$ cat src/rtl/conv_1d_feeder.sv
// conv_1d_feeder: sends a kernel packet then a signal packet from host-written buffers on a valid/ready stream.
// Define CONV_1D_FEEDER_ZERO_PAD_EN to append K-1 zero beats after the signal packet.
module conv_1d_feeder #(
    parameter int DATA_WIDTH        = 8,
    parameter int MAX_KERNEL_LENGTH = 8,
    parameter int MAX_SIGNAL_LENGTH = 64
) (
    input  logic                                   clk,
    input  logic                                   rst,
    input  logic                                   wr_en,
    input  logic                                   wr_sel,
    input  logic [$clog2(MAX_SIGNAL_LENGTH)-1:0]   wr_addr,
    input  logic [DATA_WIDTH-1:0]                  wr_data,
    input  logic [$clog2(MAX_KERNEL_LENGTH):0]     kernel_len,
    input  logic [$clog2(MAX_SIGNAL_LENGTH):0]     signal_len,
    input  logic                                   start,
    output logic                                   busy,
    output logic                                   done,
    output logic                                   kernel_load,
    output logic [DATA_WIDTH-1:0]                  signal_data,
    output logic                                   signal_vld,
    output logic                                   signal_last,
    input  logic                                   signal_rdy
);
    localparam int KAW = $clog2(MAX_KERNEL_LENGTH);
    localparam int SAW = $clog2(MAX_SIGNAL_LENGTH);
    localparam int CW  = SAW + 1;
    localparam logic [CW-1:0] KMAX = CW'(MAX_KERNEL_LENGTH);
    localparam logic [CW-1:0] SMAX = CW'(MAX_SIGNAL_LENGTH);
    localparam logic [CW-1:0] ONE  = CW'(1);
    localparam logic [CW-1:0] TWO  = CW'(2);
`ifdef CONV_1D_FEEDER_ZERO_PAD_EN
    localparam bit PAD_EN = 1'b1;
`else
    localparam bit PAD_EN = 1'b0;
`endif

    typedef enum logic [2:0] {IDLE, KERNEL, GAP, SIGNAL, PAD, DONE} state_t;
    state_t state, state_nxt;

    logic [DATA_WIDTH-1:0] kbuf [MAX_KERNEL_LENGTH];
    logic [DATA_WIDTH-1:0] sbuf [MAX_SIGNAL_LENGTH];
    logic [CW-1:0] cnt, cnt_nxt, k_len, s_len, kc, sc, klen_v, slen_v;
    logic [KAW-1:0] kidx;
    logic [SAW-1:0] sidx;
    logic [DATA_WIDTH-1:0] kd, sd, data_nxt;
    logic xfer, wr_ok, k_end, s_end, p_end;
    logic vld_nxt, last_nxt, kload_nxt, busy_nxt, done_nxt;

    assign xfer   = signal_vld & signal_rdy;
    assign wr_ok  = wr_en & (state == IDLE);
    assign kc     = (CW'(kernel_len) > KMAX) ? KMAX : CW'(kernel_len);
    assign sc     = (signal_len > SMAX) ? SMAX : signal_len;
    // lengths are latched on the same edge the first beat is registered, so look through the latch
    assign klen_v = (state == IDLE) ? kc : k_len;
    assign slen_v = (state == IDLE) ? sc : s_len;
    assign k_end  = xfer && cnt == k_len - ONE;
    assign s_end  = xfer && cnt == s_len - ONE;
    assign p_end  = xfer && cnt == k_len - TWO;

    always_ff @(posedge clk) begin
        if (wr_ok && wr_sel) kbuf[wr_addr[KAW-1:0]] <= wr_data;
        if (wr_ok && !wr_sel) sbuf[wr_addr] <= wr_data;
    end

    always_ff @(posedge clk) begin
        if (rst) begin
            state       <= IDLE;
            cnt         <= '0;
            k_len       <= '0;
            s_len       <= '0;
            busy        <= 1'b0;
            done        <= 1'b0;
            kernel_load <= 1'b0;
            signal_data <= '0;
            signal_vld  <= 1'b0;
            signal_last <= 1'b0;
        end else begin
            state       <= state_nxt;
            cnt         <= cnt_nxt;
            k_len       <= klen_v;
            s_len       <= slen_v;
            busy        <= busy_nxt;
            done        <= done_nxt;
            kernel_load <= kload_nxt;
            signal_data <= data_nxt;
            signal_vld  <= vld_nxt;
            signal_last <= last_nxt;
        end
    end

    always_comb begin
        state_nxt = state;
        case (state)
            IDLE:    if (start) state_nxt = (kc != '0) ? KERNEL : (sc != '0) ? SIGNAL : DONE;
            KERNEL:  if (k_end) state_nxt = (s_len != '0) ? GAP : DONE;
            GAP:     state_nxt = SIGNAL;
            SIGNAL:  if (s_end) state_nxt = (PAD_EN && k_len > ONE) ? PAD : DONE;
            PAD:     if (p_end) state_nxt = DONE;
            DONE:    state_nxt = IDLE;
            default: state_nxt = IDLE;
        endcase
        cnt_nxt = (state_nxt != state) ? '0 : xfer ? cnt + ONE : cnt;
    end

    // next-output values; a same-cycle host write is forwarded so it wins over the stale buffer word
    always_comb begin
        kidx      = cnt_nxt[KAW-1:0];
        sidx      = cnt_nxt[SAW-1:0];
        kd        = (wr_ok && wr_sel && wr_addr[KAW-1:0] == kidx) ? wr_data : kbuf[kidx];
        sd        = (wr_ok && !wr_sel && wr_addr == sidx) ? wr_data : sbuf[sidx];
        vld_nxt   = state_nxt inside {KERNEL, SIGNAL, PAD};
        kload_nxt = state_nxt == KERNEL;
        busy_nxt  = state_nxt != IDLE;
        done_nxt  = state_nxt == DONE;
        data_nxt  = (state_nxt == KERNEL) ? kd : (state_nxt == SIGNAL) ? sd : '0;
        last_nxt  = (state_nxt == KERNEL) ? (cnt_nxt == klen_v - ONE) :
                    (state_nxt == SIGNAL) ? (cnt_nxt == slen_v - ONE && !(PAD_EN && klen_v > ONE)) :
                    (state_nxt == PAD)    ? (cnt_nxt == klen_v - TWO) : 1'b0;
    end
endmodule

$ cat config.mk
export PLATFORM = sky130hd
export DESIGN_NAME = conv_1d_feeder
export DESIGN_NICKNAME = d
export VERILOG_FILES = /design/src/rtl/conv_1d_feeder.sv
export SDC_FILE = /design/constraint.sdc
export NUM_CORES = 1
export LEC_CHECK = 0
export ABC_AREA = 0
export BUFFER_PORTS_ARGS = -buffer_cell sky130_fd_sc_hd__buf_2
export CAP_MARGIN = 10
export CORE_MARGIN = 4
export CORE_UTILIZATION = 35
export CTS_CLUSTER_SIZE = 14
export DETAILED_ROUTE_END_ITERATION = 8
export HOLD_SLACK_MARGIN = 0.03
export PLACE_DENSITY_LB_ADDON = 0.15
export SYNTH_ARGS = -nofsm -noshare
export SYNTH_HDL_FRONTEND = slang
export SYNTH_SLANG_ARGS = --single-unit
$ cat constraint.sdc
create_clock -name clk -period 6 [get_ports clk]
set_input_delay 0.6 -clock clk [delete_from_list [all_inputs] [get_ports clk]]
set_output_delay 0.6 -clock clk [all_outputs]
set_load 0.005 [all_outputs]
==> impl_results.md, run 1 <==
* Filler instances at between 6000 and 7000
* HP Start: signal_len[6]
* I/O pin total at 44
* Area of the multi-input gates at 0.00723 mm²
* Required @ worst endpoint at 6520 ps
* Worst setup startpoint: k_len[2]
* DRC viols at 0
* DP Wirelength at 55.4 mm
* Mapped Area at between 0.02 and 0.03 mm²
* CP endpoint kind: flip-flop
* Worst Path Arrival at 5760 ps
* Leak at 9.46 nW
* CP startpoint kind: flip-flop
* CTS Sinks at 613
* Cell count along the critical path at 15
* IO Port Bufs at 43
* Die Span Y at 279 µm
* Synthesized area per cell at 13.4 µm²
* Launching point of the worst reg2reg path: k_len[2]
* CP max stage cell: a311oi_1
* Clk slew on worst S/H paths at 60 ps
* Max Buffers Root-to-Sink at 3
* Total of max-cap violations at 0
* R2R depth at 15
* Crit-path leading delay family: compound AO/OA/AOI/OAI gates
* Post-CTS setup buffers at 0
* Max incr delay on CP at 630 ps
* Setup ws final at 763 ps
* Final setup vio count at 0
* Initial Util at 35.3%
* Fin. Hold Viols at 0
* Area grow syn2layout at 13.9%
* Slew @ Worst Pin at 1190 ps
* Die Width at ~280 µm
* Crit Path Max Fanout at 14
* Post-Synth Simple-Gate Area at a little under an eighth
* Via Count at 17400
* Crit-path cells: inv_1 -> ha_1 -> xnor2_1 -> or3_1 -> a311oi_1 -> o32a_2 -> mux2i_1 -> o211a_1 -> buf_4 -> nand2_1 -> buf_4 -> a221o_1 -> a311oi_1 -> o21ai_0 -> o221ai_1
* Netlist cell types at 90
* Peak Freq at 191 MHz
* Register area at 0.0180 mm²
* Cell Pwr Density at 327 mW/mm²
* Layout net count at 2026
* Worst rel slew slack at 20.3%
* Register bit total from synthesis at 613
* Final Cycle Share at 87.3%
* DRT Pass-1 Iters at 6
* TritonCTS buffer count at 69
* Worst skew pair latency at between 600 and 700 ps
* Tot Pwr at about 9.6 mW
* Setup TNS at 0 ps
* DIE AREA at about 0.078 mm²
* H-Tree Depth at 3
* Cells after synthesis at 1918
* Post-synthesis mux area share at slightly below 3%
* Adder-Cell Fraction of Synth Area at 0.485%
* Register area share after synthesis at 70.0%
* Row count at 99
* Largest family of logic cells by synthesized area: simple AND/OR/NAND/NOR gates
* Number of hold buffers added after cts at 0
* Dpl ws at 837 ps
* Post-Syn Nets at slightly below 2000
* Layout cells sized above 1 at approximately an eighth
* Synth Flop Type: edfxtp_1
* Tightest Hold Check Type: in -> reg
* Final WL at 86.9 mm
* Routed wire per std cell at 29.0 µm
* Xor and xnor area share after synthesis at 1.97%
* DR iter-0 viols at roughly 2100
* Vias in the first global route at roughly 17000
* EDFF count, synth at 576
* Worst vdd ir at 0.000189 V
* Wire length of the first global-routing pass at 125 mm
* Worst hold path depth at 3
* Core area at 0.0730 mm²
* Compound-Gate Fraction of Synth Area at 10.9%
* Ys Warns at 0
* CTS tree: built
* Unrepaired setup endpoints after global routing: no
* Min cycle time layout at 5240 ps
* Slew Viols, Final at 0
* Root buf cell: clkbuf_16
* Clk_skew at 31.9 ps
* Crit Path Category: reg -> reg
* Remaining Overflow, GRT at 0
* Total GRT Usage at between 20% and 30%
* Async SR Flop Fraction at 0%
* Status: complete, no violations
* Gpl congestion at 0.925
* Post-CTS sizing at 0
* Largest net degree at the start of global routing at 97
* Initial antenna violation count at 4
* Number of vias per cell at around 5.8
* Post-route ant nets at 0
* Minimum hold slack at about 400 ps
* Buf+Inv Stages, Crit Path at 3
state kept, by name, indices dropped and copies added (netlist names):
| signal | cells |
|---|---|
| done | 1 |
| signal_vld | 1 |
| state | 3 |
| busy | 1 |
| kernel_load | 1 |
| signal_last | 1 |
| kbuf | 64 |
| signal_data | 8 |
| sbuf | 512 |
| k_len | 7 |
| cnt | 7 |
| s_len | 7 |
cell families (layout without fill, tap and decap cells):
group | count (synthesis) | count (layout)
flip-flops | 613 | 613
buffers and inverters | 128 | 243
adder cells (fa/ha/maj) | 10 | 10
AND/OR/NAND/NOR | 657 | 657
XOR/XNOR | 58 | 58
other | 0 | 1
multiplexers | 62 | 62
AO/OA/AOI/OAI | 390 | 390
final timing paths:
| check | endpoint | slack (ps) |
|---|---|---|
| worst min register to register | k_len[6] | 610 |
| worst min-delay path | s_len[6] | 400 |
| worst max register to register | signal_data[3] | 760 |
| worst max-delay path | signal_data[3] | 760 |
metal layers:
metal | part of all wire [%] | vias up | wire length [µm] | global-route usage (%)
li1 | - | 7521 | - | -
met1 | 43 | 8863 | 37400 | 30.9
met2 | 45 | 801 | 39300 | 34.1
met3 | 7.8 | 178 | 6760 | 4.08
met4 | 3.9 | 4 | 3400 | 8.08
met5 | 0.030 | - | 26 | 0
through the flow:
| step | utilization, % | instances | instance area (µm²) |
|---|---|---|---|
| final | 40.3 | 2993 | 29400 |
| after global routing | 40.3 | 2992 | 29400 |
| after CTS | 40.3 | 2992 | 29400 |
| after detailed placement | 37.4 | 2873 | 27300 |
| after global placement | 37.4 | 2873 | 27300 |
| after floorplan | - | 1918 | 25800 |
cell type report:
cell class	instances	share of cell area, %
well taps	959	4.08
repair buffers	115	2.66
multi-input cells	1177	24.6
diodes	1	0.00852
clock buffers	85	6.26
clock inverters	34	0.856
flip-flops and latches	613	61.4
inverters	9	0.115
layout by cell type (no fill, tap or decap), drive strengths merged, types with 19 or more instances in the layout:
master,n
mux2i,49
o22ai,34
nand3,72
edfxtp,576
a31oi,44
clkbuf,85
nand2,285
dfxtp,37
a311oi,25
a221o,22
xnor2,39
buf,115
o21ai,50
a21oi,66
a221oi,26
xor2,19
nor3,29
nor2,164
clkinv,27
Yosys cell counts, drive strengths merged (6+ instances only):
cell | number | area share, %
and3 | 13 | 0.33
a311oi | 25 | 0.85
o21ai | 50 | 0.98
clkbuf | 60 | 0.87
a211oi | 14 | 0.41
dfxtp | 37 | 2.9
or3 | 11 | 0.27
o221ai | 14 | 0.48
o211ai | 15 | 0.49
nand4 | 17 | 0.41
a21oi | 66 | 1.3
xor2 | 19 | 0.65
a21o | 7 | 0.20
nand2 | 285 | 4.2
nand2b | 11 | 0.27
nand3 | 72 | 1.4
and2 | 9 | 0.22
buf | 59 | 1.2
mux2i | 49 | 1.9
a221o | 22 | 0.85
ha | 10 | 0.49
inv | 9 | 0.13
a221oi | 26 | 0.88
nor4 | 8 | 0.19
mux4 | 11 | 0.96
nor2 | 164 | 2.5
a32oi | 7 | 0.24
o22ai | 34 | 0.82
nor2b | 6 | 0.15
xnor2 | 39 | 1.3
nor3 | 29 | 0.58
a311o | 10 | 0.39
edfxtp | 576 | 67
nor3b | 10 | 0.29
a31oi | 44 | 1.1
power by group:
part	total [mW]	leakage, nW	switching [mW]	internal, mW
Combinational	0.855	2.97	0.599	0.256
Sequential	4.73	5.48	0.0240	4.70
Clock	4.03	1.01	1.69	2.33
worst register-to-register path: cells and delay by family (launching register included):
family / cells / cell delay [ps]
AO/OA/AOI/OAI: 7 / 2490
buffers and inverters: 3 / 760
AND/OR/NAND/NOR: 2 / 690
flip-flops: 1 / 450
multiplexers: 1 / 350
adder cells (fa/ha/maj): 1 / 290
XOR/XNOR: 1 / 120
Power figures use the tool's default switching activity.
==> run 2: changes to the inputs <==
==> constraint.sdc (replaced) <==
create_clock -name clk -period 6 [get_ports clk]
set_input_delay 0.9 -clock clk [delete_from_list [all_inputs] [get_ports clk]]
set_output_delay 0.9 -clock clk [all_outputs]
set_load 0.005 [all_outputs]
==> run 2 against run 1 <==
Effect of this change: combinational power rose by 0.7%; largest cell class unchanged; clock power rose by 3%; clock skew fell by 7.3 ps.
==> impl_results.md, run 2 (synthesis results as in run 1) <==
* Status: complete, no violations
* WL met2 at 40.1 mm
* Worst Path Arrival at 5940 ps
* Crit-path cells: inv_1 -> ha_1 -> a21boi_2 -> and2_1 -> a32o_1 -> o21a_1 -> a21boi_1 -> o211a_1 -> and2_1 -> xnor2_1 -> nand4_1 -> a21oi_1 -> a2bb2oi_1 -> o21ai_0
* Slew Viols, Final at 0
* Max reg flops at 512
* Initial Util at 35.3%
* Worst skew pair latency at 610 ps
* Switching part of the total at 23.7%
* Required @ worst endpoint at 6540 ps
* CP max stage cell: and2_1
* Total of max-cap violations at 0
* Most used cell, CP: and2_1
* Initial antenna violation count at 2
* CTS tree: built
* Min cycle time layout at between 5000 and 6000 ps
* Pint at 7.44 mW
* Max Buffers Root-to-Sink at 3
* CTS Sinks at 613
* Clk_skew at ~25 ps
* Total GRT Usage at 21.7%
* Setup ws final at 596 ps
* Finished Cell Area at 0.0296 mm²
* Post-CTS sizing at 0
* DP Wirelength at between 50 and 60 mm
* DR iter-0 viols at between 2000 and 2500
* Cell Pwr Density at 330 mW/mm²
* Number of vias per cell at 5.79
* Remaining Overflow, GRT at 0
* Wire length of the first global-routing pass at 124 mm
* Clock power share at between 40% and 50%
* TritonCTS buffer count at 69
* Switch Pwr at 2.31 mW
* Fin. Hold Viols at 0
* Die Span Y at 279 µm
* Buf+Inv Stages, Crit Path at 1
* Seq pwr share at 48.4%
* Placed inst area at 0.0274 mm²
* Number of hold buffers added after cts at 0
* Leak at 9.57 nW
* Final WL at 86.2 mm
* Gpl congestion at 0.844
* Row count at 99
* Minimum hold slack at 594 ps
* Worst vdd ir at 0.000188 V
* Peak Freq at about 190 MHz
* Antenna diodes at 0
* DRC viols at 0
* Metal1 wirelength at 36.7 mm
* Dpl ws at between 500 and 600 ps
* Vias in the first global route at 17000
* Max incr delay on CP at 850 ps
* Crit Path Max Fanout at 13
* DRT Pass-1 Iters at 6
* Top reg by flops: sbuf
* Root buf cell: clkbuf_16
* Final setup vio count at 0
* Largest net degree at the start of global routing at 75
* Routed wire per std cell at 28.7 µm
* I/O pin total at 44
* CP startpoint kind: flip-flop
* Clk slew on worst S/H paths at 60 ps
* Most common cell after layout, fill and taps aside: edfxtp_1
* DIE AREA at 0.0781 mm²
* H-Tree Depth at 3
* Unrepaired setup endpoints after global routing: no
* Combinational share of power at under 10%
* Filler instances at 6778
* IO Port Bufs at 43
* Crit-path leading delay family: compound AO/OA/AOI/OAI gates
* Layout cells sized above 1 at 12.8%
* Crit Path Category: reg -> reg
* Top layer used by detailed routing: met5
* Tightest Hold Check Type: reg -> reg
* Post-route ant nets at 0
* Via Count at approximately 17000
* Slew @ Worst Pin at 1110 ps
* Area grow syn2layout at 14.7%
* Met3 wire length at 6.79 mm
* Worst rel slew slack at around a quarter
* Final Cycle Share at between 90% and 100%
* Die Width at 279 µm
* Post-CTS setup buffers at 0
* Core area at 0.0730 mm²
* Setup TNS at 0 ps
* CP endpoint kind: flip-flop
* Layout net count at 2030
* Tot Pwr at ~10 mW
* Commonest cells after routing, fill and taps aside: edfxtp_1 (576), nand2_1 (282), nor2_1 (160), clkbuf_16 (73), nand3_1 (71)
==> run 2: cell count changes in the layout (fill, tap and decap cells not counted), moves of 2 or more <==
cell	delta
buf_12	+4
bufinv_16	+2
clkbuf_1	+3
clkinv_2	+11
clkinv_1	-13
clkbuf_16	+2
==> run 2: worst paths after layout <==
path | start | to | slack (ps) | cells past startpoint
setup / recovery | k_len[2] | signal_data[1] | 600 | 14
hold / removal | k_len[6] | k_len[6] | 590 | 1
setup reg to reg | k_len[2] | signal_data[1] | 600 | 14
hold reg to reg | k_len[6] | k_len[6] | 590 | 1
==> run 2: power by group through the flow <==
stage	clock network, mW	registers, mW	logic [mW]
2_1_floorplan	0	4.80	0.508
3_3_place_gp	0	4.81	0.854
3_5_place_dp	0	4.82	0.859
4_1_cts	4.25	4.72	0.862
5_1_grt	4.43	4.72	0.919
6_report	4.17	4.72	0.861
==> run 2: metrics by stage <==
stage / instances / util [%]
3_5_place_dp: 2877 / 37.5
6_report: 3000 / 40.5
4_1_cts: 3000 / 40.5
3_3_place_gp: 2877 / 37.5
5_1_grt: 3000 / 40.5
2_1_floorplan: 1918 / -
==> run 2: metal layers <==
| metal | global-route usage [%] | vias up |
|---|---|---|
| met5 | 0 | - |
| met4 | 6.45 | 4 |
| met3 | 4.34 | 167 |
| met2 | 34.9 | 801 |
| met1 | 30.0 | 8842 |
| li1 | - | 7557 |
==> run 2: layout make-up <==
cell class,instances,area (µm²),area share [%]
Tap cell,959,1200,4.06
Sequential cell,613,18000,61.0
Multi-Input combinational cell,1177,7230,24.5
Clock inverter,34,318,1.07
Timing Repair Buffer,119,861,2.91
Inverter,9,33.8,0.114
Clock buffer,89,1890,6.38
==> run 2: worst reg2reg max path, stage by stage (launching register included) <==
cell and delay, ps:
dfxtp_1 510, inv_1 110, ha_1 260, a21boi_2 210, and2_1 190, a32o_1 270
o21a_1 200, a21boi_1 480, o211a_1 610, and2_1 860, xnor2_1 240, nand4_1 130
a21oi_1 780, a2bb2oi_1 330, o21ai_0 150
